$ cat config.mk
export PLATFORM = sky130hd
export DESIGN_NAME = multicycle_control
export DESIGN_NICKNAME = d
export VERILOG_FILES = /design/src/rtl/riscv_ctrl_pkg.sv /design/src/rtl/multicycle_control_alu_decoder.sv /design/src/rtl/multicycle_control.sv
export SDC_FILE = /design/constraint.sdc
export NUM_CORES = 1
export LEC_CHECK = 0
export CAP_MARGIN = 0
export CORE_UTILIZATION = 34
export DETAILED_ROUTE_END_ITERATION = 16
export PLACE_DENSITY_LB_ADDON = 0.12
export SLEW_MARGIN = 5
export SYNTH_ARGS = -nofsm -noshare
export SYNTH_HDL_FRONTEND = slang
export SYNTH_SLANG_ARGS = --single-unit
$ cat constraint.sdc
create_clock -name clk -period 1.8 [get_ports clk]
set_input_delay 0.45 -clock clk [delete_from_list [all_inputs] [get_ports clk]]
set_output_delay 0.45 -clock clk [all_outputs]
set_load 0.02 [all_outputs]
$ cat src/rtl/riscv_ctrl_pkg.sv
// rtl/riscv_ctrl_pkg.sv - shared types and encodings for the multi-cycle RV32I control unit
package riscv_ctrl_pkg;

  // Control FSM states
  typedef enum logic [3:0] {
    S_FETCH     = 4'd0,
    S_DECODE    = 4'd1,
    S_MEM_ADR   = 4'd2,
    S_MEM_READ  = 4'd3,
    S_MEM_WB    = 4'd4,
    S_MEM_WRITE = 4'd5,
    S_EXEC_R    = 4'd6,
    S_EXEC_I    = 4'd7,
    S_ALU_WB    = 4'd8,
    S_BRANCH    = 4'd9,
    S_JAL       = 4'd10,
    S_TRAP      = 4'd11
  } state_t;

  // ALU operation codes seen by the datapath
  typedef enum logic [3:0] {
    ALU_ADD = 4'b0000,
    ALU_SUB = 4'b0001,
    ALU_AND = 4'b0010,
    ALU_OR  = 4'b0011,
    ALU_SLT = 4'b0101,
    ALU_BAD = 4'b1111
  } alu_ctrl_t;

  // Coarse ALU request from the FSM; FUNC defers to func3/func7
  typedef enum logic [1:0] {
    ALUOP_ADD  = 2'd0,
    ALUOP_SUB  = 2'd1,
    ALUOP_FUNC = 2'd2
  } alu_op_t;

  // Opcodes handled by this core
  localparam logic [6:0] OP_LOAD   = 7'b0000011;
  localparam logic [6:0] OP_STORE  = 7'b0100011;
  localparam logic [6:0] OP_REG    = 7'b0110011;
  localparam logic [6:0] OP_IMM    = 7'b0010011;
  localparam logic [6:0] OP_BRANCH = 7'b1100011;
  localparam logic [6:0] OP_JAL    = 7'b1101111;

  // func3 values of interest
  localparam logic [2:0] F3_BEQ    = 3'b000;
  localparam logic [2:0] F3_BNE    = 3'b001;
  localparam logic [2:0] F3_ADDSUB = 3'b000;
  localparam logic [2:0] F3_SLT    = 3'b010;
  localparam logic [2:0] F3_OR     = 3'b110;
  localparam logic [2:0] F3_AND    = 3'b111;

  // Operand and result mux selects
  localparam logic [1:0] SRCA_PC     = 2'b00;
  localparam logic [1:0] SRCA_OLDPC  = 2'b01;
  localparam logic [1:0] SRCA_RS1    = 2'b10;
  localparam logic [1:0] SRCB_RS2    = 2'b00;
  localparam logic [1:0] SRCB_IMM    = 2'b01;
  localparam logic [1:0] SRCB_FOUR   = 2'b10;
  localparam logic [1:0] RES_ALUOUT  = 2'b00;
  localparam logic [1:0] RES_MEMDATA = 2'b01;
  localparam logic [1:0] RES_ALU     = 2'b10;
  localparam logic       ADR_PC      = 1'b0;
  localparam logic       ADR_ALUOUT  = 1'b1;

  // Immediate formats
  localparam logic [2:0] IMM_I = 3'b000;
  localparam logic [2:0] IMM_S = 3'b001;
  localparam logic [2:0] IMM_B = 3'b010;
  localparam logic [2:0] IMM_J = 3'b011;

  // Trap cause codes
  localparam logic [1:0] CAUSE_NONE    = 2'b00;
  localparam logic [1:0] CAUSE_ILLEGAL = 2'b01;
  localparam logic [1:0] CAUSE_TIMEOUT = 2'b10;

  // Immediate format implied by the opcode; unknown opcodes fall back to I
  function automatic logic [2:0] imm_src_of(input logic [6:0] op);
    case (op)
      OP_STORE:  return IMM_S;
      OP_BRANCH: return IMM_B;
      OP_JAL:    return IMM_J;
      default:   return IMM_I;
    endcase
  endfunction

endpackage

$ cat src/rtl/multicycle_control_alu_decoder.sv
// rtl/multicycle_control_alu_decoder.sv - maps alu_op/func3/func7 to an ALU control code
module alu_decoder
  import riscv_ctrl_pkg::*;
(
  input  alu_op_t     alu_op,
  input  logic [2:0]  func3,
  input  logic        func7_b5,
  input  logic        op_b5,
  output alu_ctrl_t   alu_control,
  output logic        bad
);

  // Resolve the ALU operation; FUNC uses func3, with SUB only for register-register ops
  always_comb begin
    alu_control = ALU_ADD;
    case (alu_op)
      ALUOP_ADD: alu_control = ALU_ADD;
      ALUOP_SUB: alu_control = ALU_SUB;
      ALUOP_FUNC: begin
        case (func3)
          F3_ADDSUB: alu_control = (op_b5 && func7_b5) ? ALU_SUB : ALU_ADD;
          F3_SLT:    alu_control = ALU_SLT;
          F3_OR:     alu_control = ALU_OR;
          F3_AND:    alu_control = ALU_AND;
          default:   alu_control = ALU_BAD;
        endcase
      end
      default: alu_control = ALU_BAD;
    endcase
  end

  assign bad = (alu_control == ALU_BAD);

endmodule

$ cat src/rtl/multicycle_control.sv
// rtl/multicycle_control.sv - multi-cycle RV32I control FSM with memory handshake, timeout and traps
module multicycle_control
  import riscv_ctrl_pkg::*;
#(
  parameter int WAIT_STATES_EN = 1,
  parameter int MEM_TIMEOUT    = 0,
  parameter int CNT_W          = 8
) (
  input  logic       clk,
  input  logic       rst,
  input  logic [6:0] op,
  input  logic [2:0] func3,
  input  logic [6:0] func7,
  input  logic       alu_zero,
  input  logic       mem_ready,
  output logic       pc_write,
  output logic       ir_write,
  output logic       adr_src,
  output logic       mem_read,
  output logic       mem_write,
  output logic       reg_write,
  output logic [1:0] result_src,
  output logic [1:0] alu_src_a,
  output logic [1:0] alu_src_b,
  output logic [2:0] imm_source,
  output logic [3:0] alu_control,
  output logic       trap,
  output logic [1:0] trap_cause
);

  localparam bit               TMO_EN   = (MEM_TIMEOUT > 0);
  localparam logic [CNT_W-1:0] TMO_LAST = TMO_EN ? CNT_W'(MEM_TIMEOUT - 1) : '0;
  localparam logic [CNT_W-1:0] CNT_MAX  = '1;

  state_t           state_q, state_d;
  logic [CNT_W-1:0] stall_cnt_q, stall_cnt_d;
  logic             trap_q, trap_d;
  logic [1:0]       trap_cause_q, trap_cause_d;

  alu_op_t   alu_op;
  alu_ctrl_t alu_ctrl;
  logic      alu_bad;
  logic      mem_rdy;
  logic      in_mem_state;
  logic      stalled;
  logic      timeout_hit;
  logic      unused_func7;

  // Without wait states every access completes in one cycle
  assign mem_rdy      = (WAIT_STATES_EN != 0) ? mem_ready : 1'b1;
  assign in_mem_state = (state_q == S_FETCH) || (state_q == S_MEM_READ) || (state_q == S_MEM_WRITE);
  assign stalled      = in_mem_state && !mem_rdy;
  // A ready on the last allowed cycle still advances normally because timeout needs !mem_rdy
  assign timeout_hit  = TMO_EN && stalled && (stall_cnt_q == TMO_LAST);

  // Only func7[5] matters to this subset
  assign unused_func7 = ^{func7[6], func7[4:0]};

  alu_decoder u_alu_decoder (
    .alu_op      (alu_op),
    .func3       (func3),
    .func7_b5    (func7[5]),
    .op_b5       (op[5]),
    .alu_control (alu_ctrl),
    .bad         (alu_bad)
  );

  // State, stall counter and sticky trap registers
  always_ff @(posedge clk) begin
    if (rst) begin
      state_q      <= S_FETCH;
      stall_cnt_q  <= '0;
      trap_q       <= 1'b0;
      trap_cause_q <= CAUSE_NONE;
    end else begin
      state_q      <= state_d;
      stall_cnt_q  <= stall_cnt_d;
      trap_q       <= trap_d;
      trap_cause_q <= trap_cause_d;
    end
  end

  // Next state, trap capture and stall counting
  always_comb begin
    state_d      = state_q;
    trap_cause_d = trap_cause_q;
    stall_cnt_d  = stall_cnt_q;
    case (state_q)
      S_FETCH: begin
        if (mem_rdy) begin
          state_d = S_DECODE;
        end else if (timeout_hit) begin
          state_d      = S_TRAP;
          trap_cause_d = CAUSE_TIMEOUT;
        end
      end
      S_DECODE: begin
        case (op)
          OP_LOAD, OP_STORE: state_d = S_MEM_ADR;
          OP_REG:            state_d = S_EXEC_R;
          OP_IMM:            state_d = S_EXEC_I;
          OP_BRANCH:         state_d = S_BRANCH;
          OP_JAL:            state_d = S_JAL;
          default: begin
            state_d      = S_TRAP;
            trap_cause_d = CAUSE_ILLEGAL;
          end
        endcase
      end
      S_MEM_ADR:  state_d = op[5] ? S_MEM_WRITE : S_MEM_READ;
      S_MEM_READ: begin
        if (mem_rdy) begin
          state_d = S_MEM_WB;
        end else if (timeout_hit) begin
          state_d      = S_TRAP;
          trap_cause_d = CAUSE_TIMEOUT;
        end
      end
      S_MEM_WB:   state_d = S_FETCH;
      S_MEM_WRITE: begin
        if (mem_rdy) begin
          state_d = S_FETCH;
        end else if (timeout_hit) begin
          state_d      = S_TRAP;
          trap_cause_d = CAUSE_TIMEOUT;
        end
      end
      S_EXEC_R, S_EXEC_I: begin
        if (alu_bad) begin
          state_d      = S_TRAP;
          trap_cause_d = CAUSE_ILLEGAL;
        end else begin
          state_d = S_ALU_WB;
        end
      end
      S_ALU_WB:   state_d = S_FETCH;
      S_BRANCH: begin
        if ((func3 == F3_BEQ) || (func3 == F3_BNE)) begin
          state_d = S_FETCH;
        end else begin
          state_d      = S_TRAP;
          trap_cause_d = CAUSE_ILLEGAL;
        end
      end
      S_JAL:      state_d = S_ALU_WB;
      S_TRAP:     state_d = S_TRAP;
      default:    state_d = S_FETCH;
    endcase

    trap_d = trap_q || (state_d == S_TRAP);

    if (state_d != state_q) begin
      stall_cnt_d = '0;
    end else if (stalled && (stall_cnt_q != CNT_MAX)) begin
      stall_cnt_d = stall_cnt_q + 1'b1;
    end
  end

  // Moore datapath controls from state, plus the fetch/branch strobes that qualify on inputs
  always_comb begin
    pc_write   = 1'b0;
    ir_write   = 1'b0;
    adr_src    = ADR_PC;
    mem_read   = 1'b0;
    mem_write  = 1'b0;
    reg_write  = 1'b0;
    result_src = RES_ALUOUT;
    alu_src_a  = SRCA_PC;
    alu_src_b  = SRCB_RS2;
    alu_op     = ALUOP_ADD;
    case (state_q)
      S_FETCH: begin
        mem_read   = 1'b1;
        adr_src    = ADR_PC;
        alu_src_a  = SRCA_PC;
        alu_src_b  = SRCB_FOUR;
        result_src = RES_ALU;
        ir_write   = mem_rdy;
        pc_write   = mem_rdy;
      end
      S_DECODE: begin
        alu_src_a = SRCA_OLDPC;
        alu_src_b = SRCB_IMM;
      end
      S_MEM_ADR: begin
        alu_src_a = SRCA_RS1;
        alu_src_b = SRCB_IMM;
      end
      S_MEM_READ: begin
        adr_src  = ADR_ALUOUT;
        mem_read = 1'b1;
      end
      S_MEM_WB: begin
        result_src = RES_MEMDATA;
        reg_write  = 1'b1;
      end
      S_MEM_WRITE: begin
        adr_src   = ADR_ALUOUT;
        mem_write = 1'b1;
      end
      S_EXEC_R: begin
        alu_src_a = SRCA_RS1;
        alu_src_b = SRCB_RS2;
        alu_op    = ALUOP_FUNC;
      end
      S_EXEC_I: begin
        alu_src_a = SRCA_RS1;
        alu_src_b = SRCB_IMM;
        alu_op    = ALUOP_FUNC;
      end
      S_ALU_WB: begin
        result_src = RES_ALUOUT;
        reg_write  = 1'b1;
      end
      S_BRANCH: begin
        alu_src_a  = SRCA_RS1;
        alu_src_b  = SRCB_RS2;
        alu_op     = ALUOP_SUB;
        result_src = RES_ALUOUT;
        if (func3 == F3_BEQ) begin
          pc_write = alu_zero;
        end else if (func3 == F3_BNE) begin
          pc_write = !alu_zero;
        end
      end
      S_JAL: begin
        alu_src_a  = SRCA_OLDPC;
        alu_src_b  = SRCB_FOUR;
        result_src = RES_ALUOUT;
        pc_write   = 1'b1;
      end
      default: begin
      end
    endcase

    // Reset must not let a half-finished access or write leak out
    if (rst) begin
      pc_write  = 1'b0;
      ir_write  = 1'b0;
      reg_write = 1'b0;
      mem_read  = 1'b0;
      mem_write = 1'b0;
    end
  end

  assign alu_control = alu_ctrl;
  assign imm_source  = imm_src_of(op);
  assign trap        = trap_q;
  assign trap_cause  = trap_cause_q;

endmodule

==> Word level (Yosys, flattened, before mapping) <==
Index checks and enable logic that the tools add are counted.
{ "classes": {"n_eq_ne": 28, "n_mux": 33, "reduce_logical": 19} }
{ "op_table": {"columns": ["cell", "n"], "rows": [
  ["one-hot mux 4 bit (9 select lines)", 1],
  ["== test 4 bit, second input constant", 6],
  ["one-hot mux 4 bit (5 select lines)", 1],
  ["== test 4 x 3 -> 1 bit, second input constant", 4],
  ["two-way mux 4 bit", 4],
  ["one-hot mux 2 bit (2 select lines)", 4],
  ["one-hot mux 4 bit (4 select lines)", 1],
  ["== test 7 x 6 -> 1 bit, second input constant", 2],
  ["== test 7 bit, second input constant", 2],
  ["OR reduction 2 bit", 7],
  ["two-way mux 1 bit", 13],
  ["one-hot mux 2 bit (3 select lines)", 2],
  ["one-hot mux 4 bit (3 select lines)", 1],
  ["== test 4 x 2 -> 1 bit, second input constant", 2],
  ["two-way mux 2 bit", 4],
  ["== test 7 x 2 -> 1 bit, second input constant", 1],
  ["== test 7 x 5 -> 1 bit, second input constant", 1],
  ["== test 3 bit, second input constant", 2],
  ["OR reduction 6 bit", 1],
  ["== test 4 x 1 -> 1 bit, second input constant", 1],
  ["logical NOT 4 bit", 1],
  ["inequality test 2 bit, second input constant", 2],
  ["AND reduction 4 bit", 1],
  ["OR reduction 4 bit", 1],
  ["other kinds (14)", 15]
]} }
{ "totals": {"regBits": 7, "input_bits": 21, "output_inout_bits": 22, "word_cells": 83} }

==> Logic depth before layout (Yosys ltp) <==
Gate-level depths: netlist (run 1).
{ "depth": {"word_depth": 10, "mapped_depth": 7, "ltp_nobuf": 5} }

==> Cells and area by module <==
A second synthesis (run 1) with hierarchy kept.
{ "unflattened": {"hier_cells": 114, "area_unflattened_um2": 778.2} }
{ "modules_own_cells": {"columns": ["module", "instances", "cells_per_inst", "area_per_inst_um2", "seq_area_each_um2"], "rows": [
  ["multicycle_control", 1, 102, 700.7, 120.1],
  ["alu_decoder", 1, 12, 77.6, 0.0]
]} }

==> Worst setup path after synthesis (run 1) <==
Ideal clock, no wire load.
{ "synth_timing": {"kind": "input -> output", "startpoint": "input port op[3]", "endpoint": "output port imm_source[0]", "arrival_ns": 1.554, "required_time_ns": 1.350, "path_slack_ns": -0.204, "stages": 4, "cell_sequence": "or3_4 > nor2_1 > a31oi_1 > nor3b_1"} }
{ "synth_between": {"elab_chain_cells": 2, "elab_cells_between_ends": 4, "classes_between": "eq/ne: 3; mux: 1"} }
{ "synth_lines": {"columns": ["item", "line_no", "text"], "rows": [
  ["from (decl)", "multicycle_control.sv:11", "input logic [6:0] op,"],
  ["== test 7 bit or == test 7 x 6 -> 1 bit (tied branches)", "riscv_ctrl_pkg.sv:79", "case (op)"],
  ["one-hot mux 2 bit (3 select lines) (*)", "riscv_ctrl_pkg.sv:79", null],
  ["to (decl)", "multicycle_control.sv:25", "output logic [2:0] imm_source,"]
]} }
Every way passes the cells marked *; elsewhere a longest branch is shown, timed or not.

==> Final worst setup path (run 1) <==
{ "layout_timing": {"startpoint": "input port op[2]", "endpoint": "output port imm_source[0]"} }
Same word-level chain as after synthesis.

==> results of run 1 <==
## area by class of cell
class	instances	share of cell area [%]
Multi-Input combinational cell	100	48.9
Timing Repair Buffer	84	39.4
Sequential cell	6	7.87
Tap cell	27	2.02
Clock buffer	3	1.35
Inverter	2	0.450
## power by group
group	switching [mW]	internal (mW)
registers	0.105	0.194
clock network	0.0541	0.0758
logic	0.850	0.839
total	1.01	1.11
## cells in the final DEF (no fill, tap or decap), types with 3 or more instances in the layout
cell           netlist  layout
dlygate4sd2_1        0       7
buf_6                0       7
nor3_1               9       6
nor2_1              22      18
a21oi_1              8       6
buf_4                2      54
nand2b_1             6       5
nor3_2               1       4
o21ai_0              4       3
clkbuf_2             0       3
clkbuf_4             0       3
buf_2                5       7
dfxtp_1              6       3
nand2_1              7       5
dfxtp_4              0       3
## critical path, cell delays in order
cell,delay [ns]
buf_6,0.09
or3_4,0.39
nor2_4,0.14
a31oi_4,0.05
nor3b_2,0.15
buf_4,0.16
## registers in the layout, indices dropped and copies added, names as in the netlist
name and count:
state_q 4, trap 1, trap_cause 1
## kinds of logic (layout without fill, tap and decap cells)
family / count (synthesis) / in the layout / synth area share [%]
compound gates: 26 / 26 / 22.8
mux: 1 / 1 / 1.29
simple gates: 67 / 67 / 48.8
other cells: 1 / 2 / 0.484
xor+xnor: 4 / 4 / 4.52
flops: 6 / 6 / 15.5
buf+inv: 10 / 89 / 6.62
## layer usage
| layer | up-vias | global-route usage, % |
|---|---|---|
| met3 | 20 | 2.47 |
| li1 | 575 | - |
| met1 | 555 | 30.6 |
| met4 | 0 | 18.1 |
| met2 | 49 | 50.5 |
| met5 | - | 0 |
## how the worst max path moves through the flow
| stage | startpoint | to | slack (ns) | cells past startpoint |
|---|---|---|---|---|
| finish | op[2] | imm_source[0] | -0.08 | 6 |
| detailed placement | op[3] | imm_source[0] | -0.93 | 6 |
| CTS | op[2] | imm_source[0] | -0.11 | 6 |
| global route | op[2] | imm_source[0] | -0.13 | 6 |
| floorplan | op[3] | imm_source[0] | -0.02 | 4 |
| global placement | op[3] | imm_source[0] | -0.85 | 6 |
## timing repair
| item | 4_1_cts | 5_1_grt |
|---|---|---|
| setup buffers | 1 | 1 |
| pin swaps | 12 | 13 |
| resized for setup | 134 | 28 |
| endpoints found under the setup margin | 23 | 17 |
| endpoints found under the hold margin | 0 | 0 |
## stage by stage
| step | power (mW) | utilization (%) | setup slack [ns] | instances | setup TNS [ns] |
|---|---|---|---|---|---|
| floorplan | 0.978 | - | -0.0234 | 116 | -0.0234 |
| global placement | 1.64 | 73.2 | -0.849 | 217 | -10.54 |
| detailed placement | 1.68 | 73.2 | -0.932 | 217 | -11.33 |
| CTS | 1.93 | 77.6 | -0.114 | 221 | -0.132 |
| global route | 2.24 | 81.7 | -0.130 | 222 | -0.490 |
| finish | 2.12 | 81.7 | -0.0767 | 222 | -0.128 |
==> out/metrics.cfg, run 1 <==
[place]
hpwlAfterDp_mm = 2.28
post_dp_cell_area_sq_mm = 0.00150
port_buffers = 34
place.gp.congestion = 0.829

[final_layout]
synthToLayoutAreaGrowth_pct = 116
final_area_sq_mm = 0.00167
finalNetCount = 218
area.sequential_sq_um = 131
multi_input_area_sq_um = 816
drive_gt1_share_pct = 57.4
fillers = 131
diodes = 0

[synthesis]
synth_edf_count = 0
synth_async_sr_flop_share_pct = 0
synth_top_area_share_pct = 15.5
ys_top_cells_by_count = 22 x nor2_1, 9 x nor3_1, 8 x a21oi_1, 7 x nand2_1
synth-main-ff-cell = dfxtp_1
ys_warn_count = 0
netlist_area_sq_um = 774
ys_seq_area_share_pct = 15.5
ys_top_cells_by_area = dfxtp_1 16%, nor2_1 11%, nor3_1 5.8%
synth_seq_cells = 6
yosysMostFrequentCell = nor2_1
synth.distinct_cells = 41
yosysTopAreaCell = dfxtp_1
postSynthAreaPerCell_sq_um = 6.73
syn_inst = 115

[status]
failed_checks = negative setup slack
outcome = finished, violations left

[route]
dr.max_layer_used = met4
met3_length_um = 123
wl_met2_mm = 1.68
wirelength_mm = 3.48
antenna_left = 0
wire_per_inst_um = 15.7
vias = 1199
drt-initial-drc-count = 9
drc = 0
avgViaCountPerCell = 5.40
drtPass1Iterations = 4
drt-met1-wl_mm = 1.49

[worst_hold_path]
min_path_cells = 2
hp-class = register to register
holdPathEnd = trap
min_from = trap

[die]
coreArea_sq_mm = 0.00204
initial_utilization_pct = 37.9
die-width_um = 49.7
die_area_sq_mm = 0.00247
rows = 16
io_pins = 43
die_h_um = 49.7

[worst_setup_path]
worstSetupEndpointType = primary output
r2r_slack_ns = 0.08
worstPathArrival_ns = 1.43
ff2ff_path_depth = 7
cp.required_ns = 1.35
critical_path.max_fanout = 2
regToRegEndpoint = trap
worst_r2r_startpoint = state_q[1]
path_class = input port to primary output
worst_setup_path_start_kind = input port

[global_route]
grt_pass1_vias = 1173
grt_start_max_net_pins = 9
grt_pass1_wl_mm = 5.18
gr-total-overflow = 0
grt_usage_pct = 27.9
antenna_found_initial = 0

[sta]
finalHoldWorstSlack_ns = 0.456
period_share_pct = 104
fin_skew_ns = 0.0109
setup_viol_count_final = 4
finalMaxSlewViolations = 0
rsz0062_at_grt = true
setup_slack_ns = -0.0767
period_needed_ns = 1.88
hold_violations = 0
fmax_ghz = 0.533

[clocking]
numClockSinks = 6
clk_latency_ns = 0.26
cts_buffer_depth = 2
ctsHoldBuffers = 0
root_buffer = clkbuf_4
clk_pin_slew_ns = 0.04
cts_tree = built
htreeDepth = 1
numCtsBuffers = 3

[power]
cellLeakagePower_nw = 0.768
max-vdd-ir-drop_mv = 1.11
power-per-cell-area_mw_per_mm2 = 1270

[flow_run]
maxCapViolCount = 0

No activity file was read; power rests on OpenSTA's default activity.
==> run 2: changes to the inputs <==
SYNTH_HIERARCHICAL = 1   (was not set)
==> run 2 against run 1 <==
Effect of this change: the run still ends with negative setup slack left; clock power is 5% lower; clock-buffer cell count stayed put; maximum frequency is 0.64% higher; sequential share of layout area is 0.46 points lower; utilization is 5.0 points higher; total power is 8.5% higher; final cell count is 3.2% higher; critical path type unchanged; largest power group unchanged.
==> out/metrics.cfg, run 2 <==
[status]
outcome = finished, violations left
failed_checks = negative setup slack

[worst_setup_path]
worstSetupEndpointType = primary output
path_cells = clkdlybuf4s50_1 > nand2_1 > nand2_1 > a31o_1 > buf_6
cp.required_ns = 1.35
crit_top_cell = nand2_1
path_class = input port to primary output
worst_setup_path_start_kind = input port
worst_r2r_startpoint = state_q[3]
worstPathArrival_ns = 1.41
startpoint = func7[5]
ff2ff_path_depth = 7
critical_path.max_fanout = 1
crit_buf_inv = 2
cpPeakStageDelay_ns = 0.42
r2r_slack_ns = 0.02
slowest_stage = clkdlybuf4s50_1
regToRegEndpoint = trap
crit_family = buffers and inverters

[sta]
hold_violations = 0
setup_viol_count_final = 7
fin_setup_tns_ns = -0.273
finalHoldWorstSlack_ns = 0.454
setup_slack_ns = -0.0647
finalMaxSlewViolations = 0
rsz0062_at_grt = true
fin_skew_ns = 0.00196
period_needed_ns = 1.86
fmax_ghz = 0.536
period_share_pct = 104

[die]
io_pins = 43
initial_utilization_pct = 37.7
die-width_um = 49.8
rows = 16
die_area_sq_mm = 0.00248
coreArea_sq_mm = 0.00206
die_h_um = 49.8

[global_route]
gr-total-overflow = 0
grt.busiest_layer = met2
use_met2_pct = 47.5
grt_start_max_net_pins = 10
grtUsageMet3_pct = 3.70
grt_pass1_vias = 1196
antenna_found_initial = 0
grt_pass1_wl_mm = 5.02
grtUsageMet1_pct = 28.1
grt_usage_pct = 26.6

[final_layout]
layout_common_cells = 49 x buf_4, 21 x buf_6, 10 x nor2_1, 10 x buf_2, 6 x a21oi_1
synthToLayoutAreaGrowth_pct = 130
drive_gt1_share_pct = 62.4
largest-register = state_q
fillers = 108
finalNetCount = 225
final_common_cell = buf_4
diodes = 0
largest_register_ffs = 4

[worst_hold_path]
min_from = trap
holdPathEnd = trap
hp-class = register to register
min_path_cells = 2

[route]
avgViaCountPerCell = 5.52
drtPass1Iterations = 4
vias = 1265
antenna_left = 0
drc = 0
drt-initial-drc-count = 35
wirelength_mm = 4.04
wire_per_inst_um = 17.6

[synthesis]
synth_top_area_share_pct = 15.4
synth-main-ff-cell = dfxtp_1
ys_warn_count = 6
synth_edf_count = 0
synth.distinct_cells = 46
syn_inst = 114
ys_seq_area_share_pct = 15.4
synth_seq_cells = 6
postSynthAreaPerCell_sq_um = 6.83
synth_async_sr_flop_share_pct = 0
ys_top_cells_by_area = dfxtp_1 15%, nor3_1 5.1%, nor2_1 4.8%
netlist_area_sq_um = 778
ys_top_cells_by_count = 10 x nor2_1, 8 x nand2_1, 8 x nor3_1
yosysTopAreaCell = dfxtp_1
yosysMostFrequentCell = nor2_1

[clocking]
ctsHoldBuffers = 0
cts_tree = built
htreeDepth = 1
clk_pin_slew_ns = 0.04
numClockSinks = 6
numCtsBuffers = 3
clk_latency_ns = 0.25
root_buffer = clkbuf_4
cts_buffer_depth = 2

[power]
max-vdd-ir-drop_mv = 0.877
cellLeakagePower_nw = 0.832
power-per-cell-area_mw_per_mm2 = 1280

[flow_run]
maxCapViolCount = 0

[place]
place.gp.congestion = 0.847
hpwlAfterDp_mm = 2.11
place_ws_ns = -0.927
port_buffers = 34

-- run 2: cell count changes after synthesis, sizes merged, moves of 3 or more --
cell   before  now
inv         2    6
nand3       0    4
nor2       22   10
o21a        0    4
or2         4    1
-- run 2: through the flow --
stage	instances	instance area (sq um)	util (%)	power (mW)
2_1_floorplan	115	825	-	1.04
3_3_place_gp	212	1490	72.1	1.78
3_5_place_dp	212	1490	72.1	1.81
4_1_cts	224	1590	77.1	1.97
5_1_grt	229	1790	86.8	2.40
6_report	229	1790	86.8	2.30
-- run 2: power breakdown --
group          total (mW)  switching (mW)  internal, mW
combinational        1.89           0.909         0.980
sequential          0.285          0.0868         0.198
clock               0.124          0.0486        0.0754
total                2.30            1.04          1.25
-- run 2: layout make-up --
type | count | area (sq um) | area share [%]
Timing Repair Buffer | 94 | 801 | 44.8
Multi-Input combinational cell | 93 | 774 | 43.3
Sequential cell | 6 | 133 | 7.41
Tap cell | 27 | 33.8 | 1.89
Inverter | 6 | 25.0 | 1.40
Clock buffer | 3 | 22.5 | 1.26
-- run 2: worst max-delay path by stage --
| stage | endpoint | slack (ns) | depth (start not counted) |
|---|---|---|---|
| floorplan | ir_write | -0.09 | 4 |
| global placement | imm_source[0] | -0.90 | 5 |
| detailed placement | imm_source[0] | -0.93 | 5 |
| CTS | imm_source[0] | -0.09 | 5 |
| global route | pc_write | -0.13 | 6 |
| finish | alu_control[0] | -0.06 | 5 |
-- run 2: logic make-up after synthesis --
kind of cell               after synthesis  share of synthesized area (%)
buffers and inverters                   16                           10.1
DFF                                      6                           15.4
adders and majority gates                1                           1.29
muxes                                    1                           1.29
AOI/OAI and AO/OA                       32                           29.7
and+or+nand+nor                         53                           37.1
other                                    1                          0.482
xor gates and xnor gates                 4                           4.50
-- run 2: timing repair --
item / in CTS / in global routing
pin swaps: 13 / 25
cloned: 1 / 1
setup endpoints to repair: 22 / 21
setup buffers: 8 / 4
gates resized for setup: 131 / 59
endpoints found under the hold margin: 0 / 0
-- run 2: worst min-delay path, delay by kind of cell, from the launching register on --
family | cells | cell delay, ns
flip-flops | 1 | 0.31
buffers and inverters | 1 | 0.06
AO/OA/AOI/OAI | 1 | 0.04
-- run 2: metal layers --
layer,routed length [um],share of wire [%]
met5,0,0
met1,1670,41
met2,2010,50
met3,165,4.1
met4,195,4.8
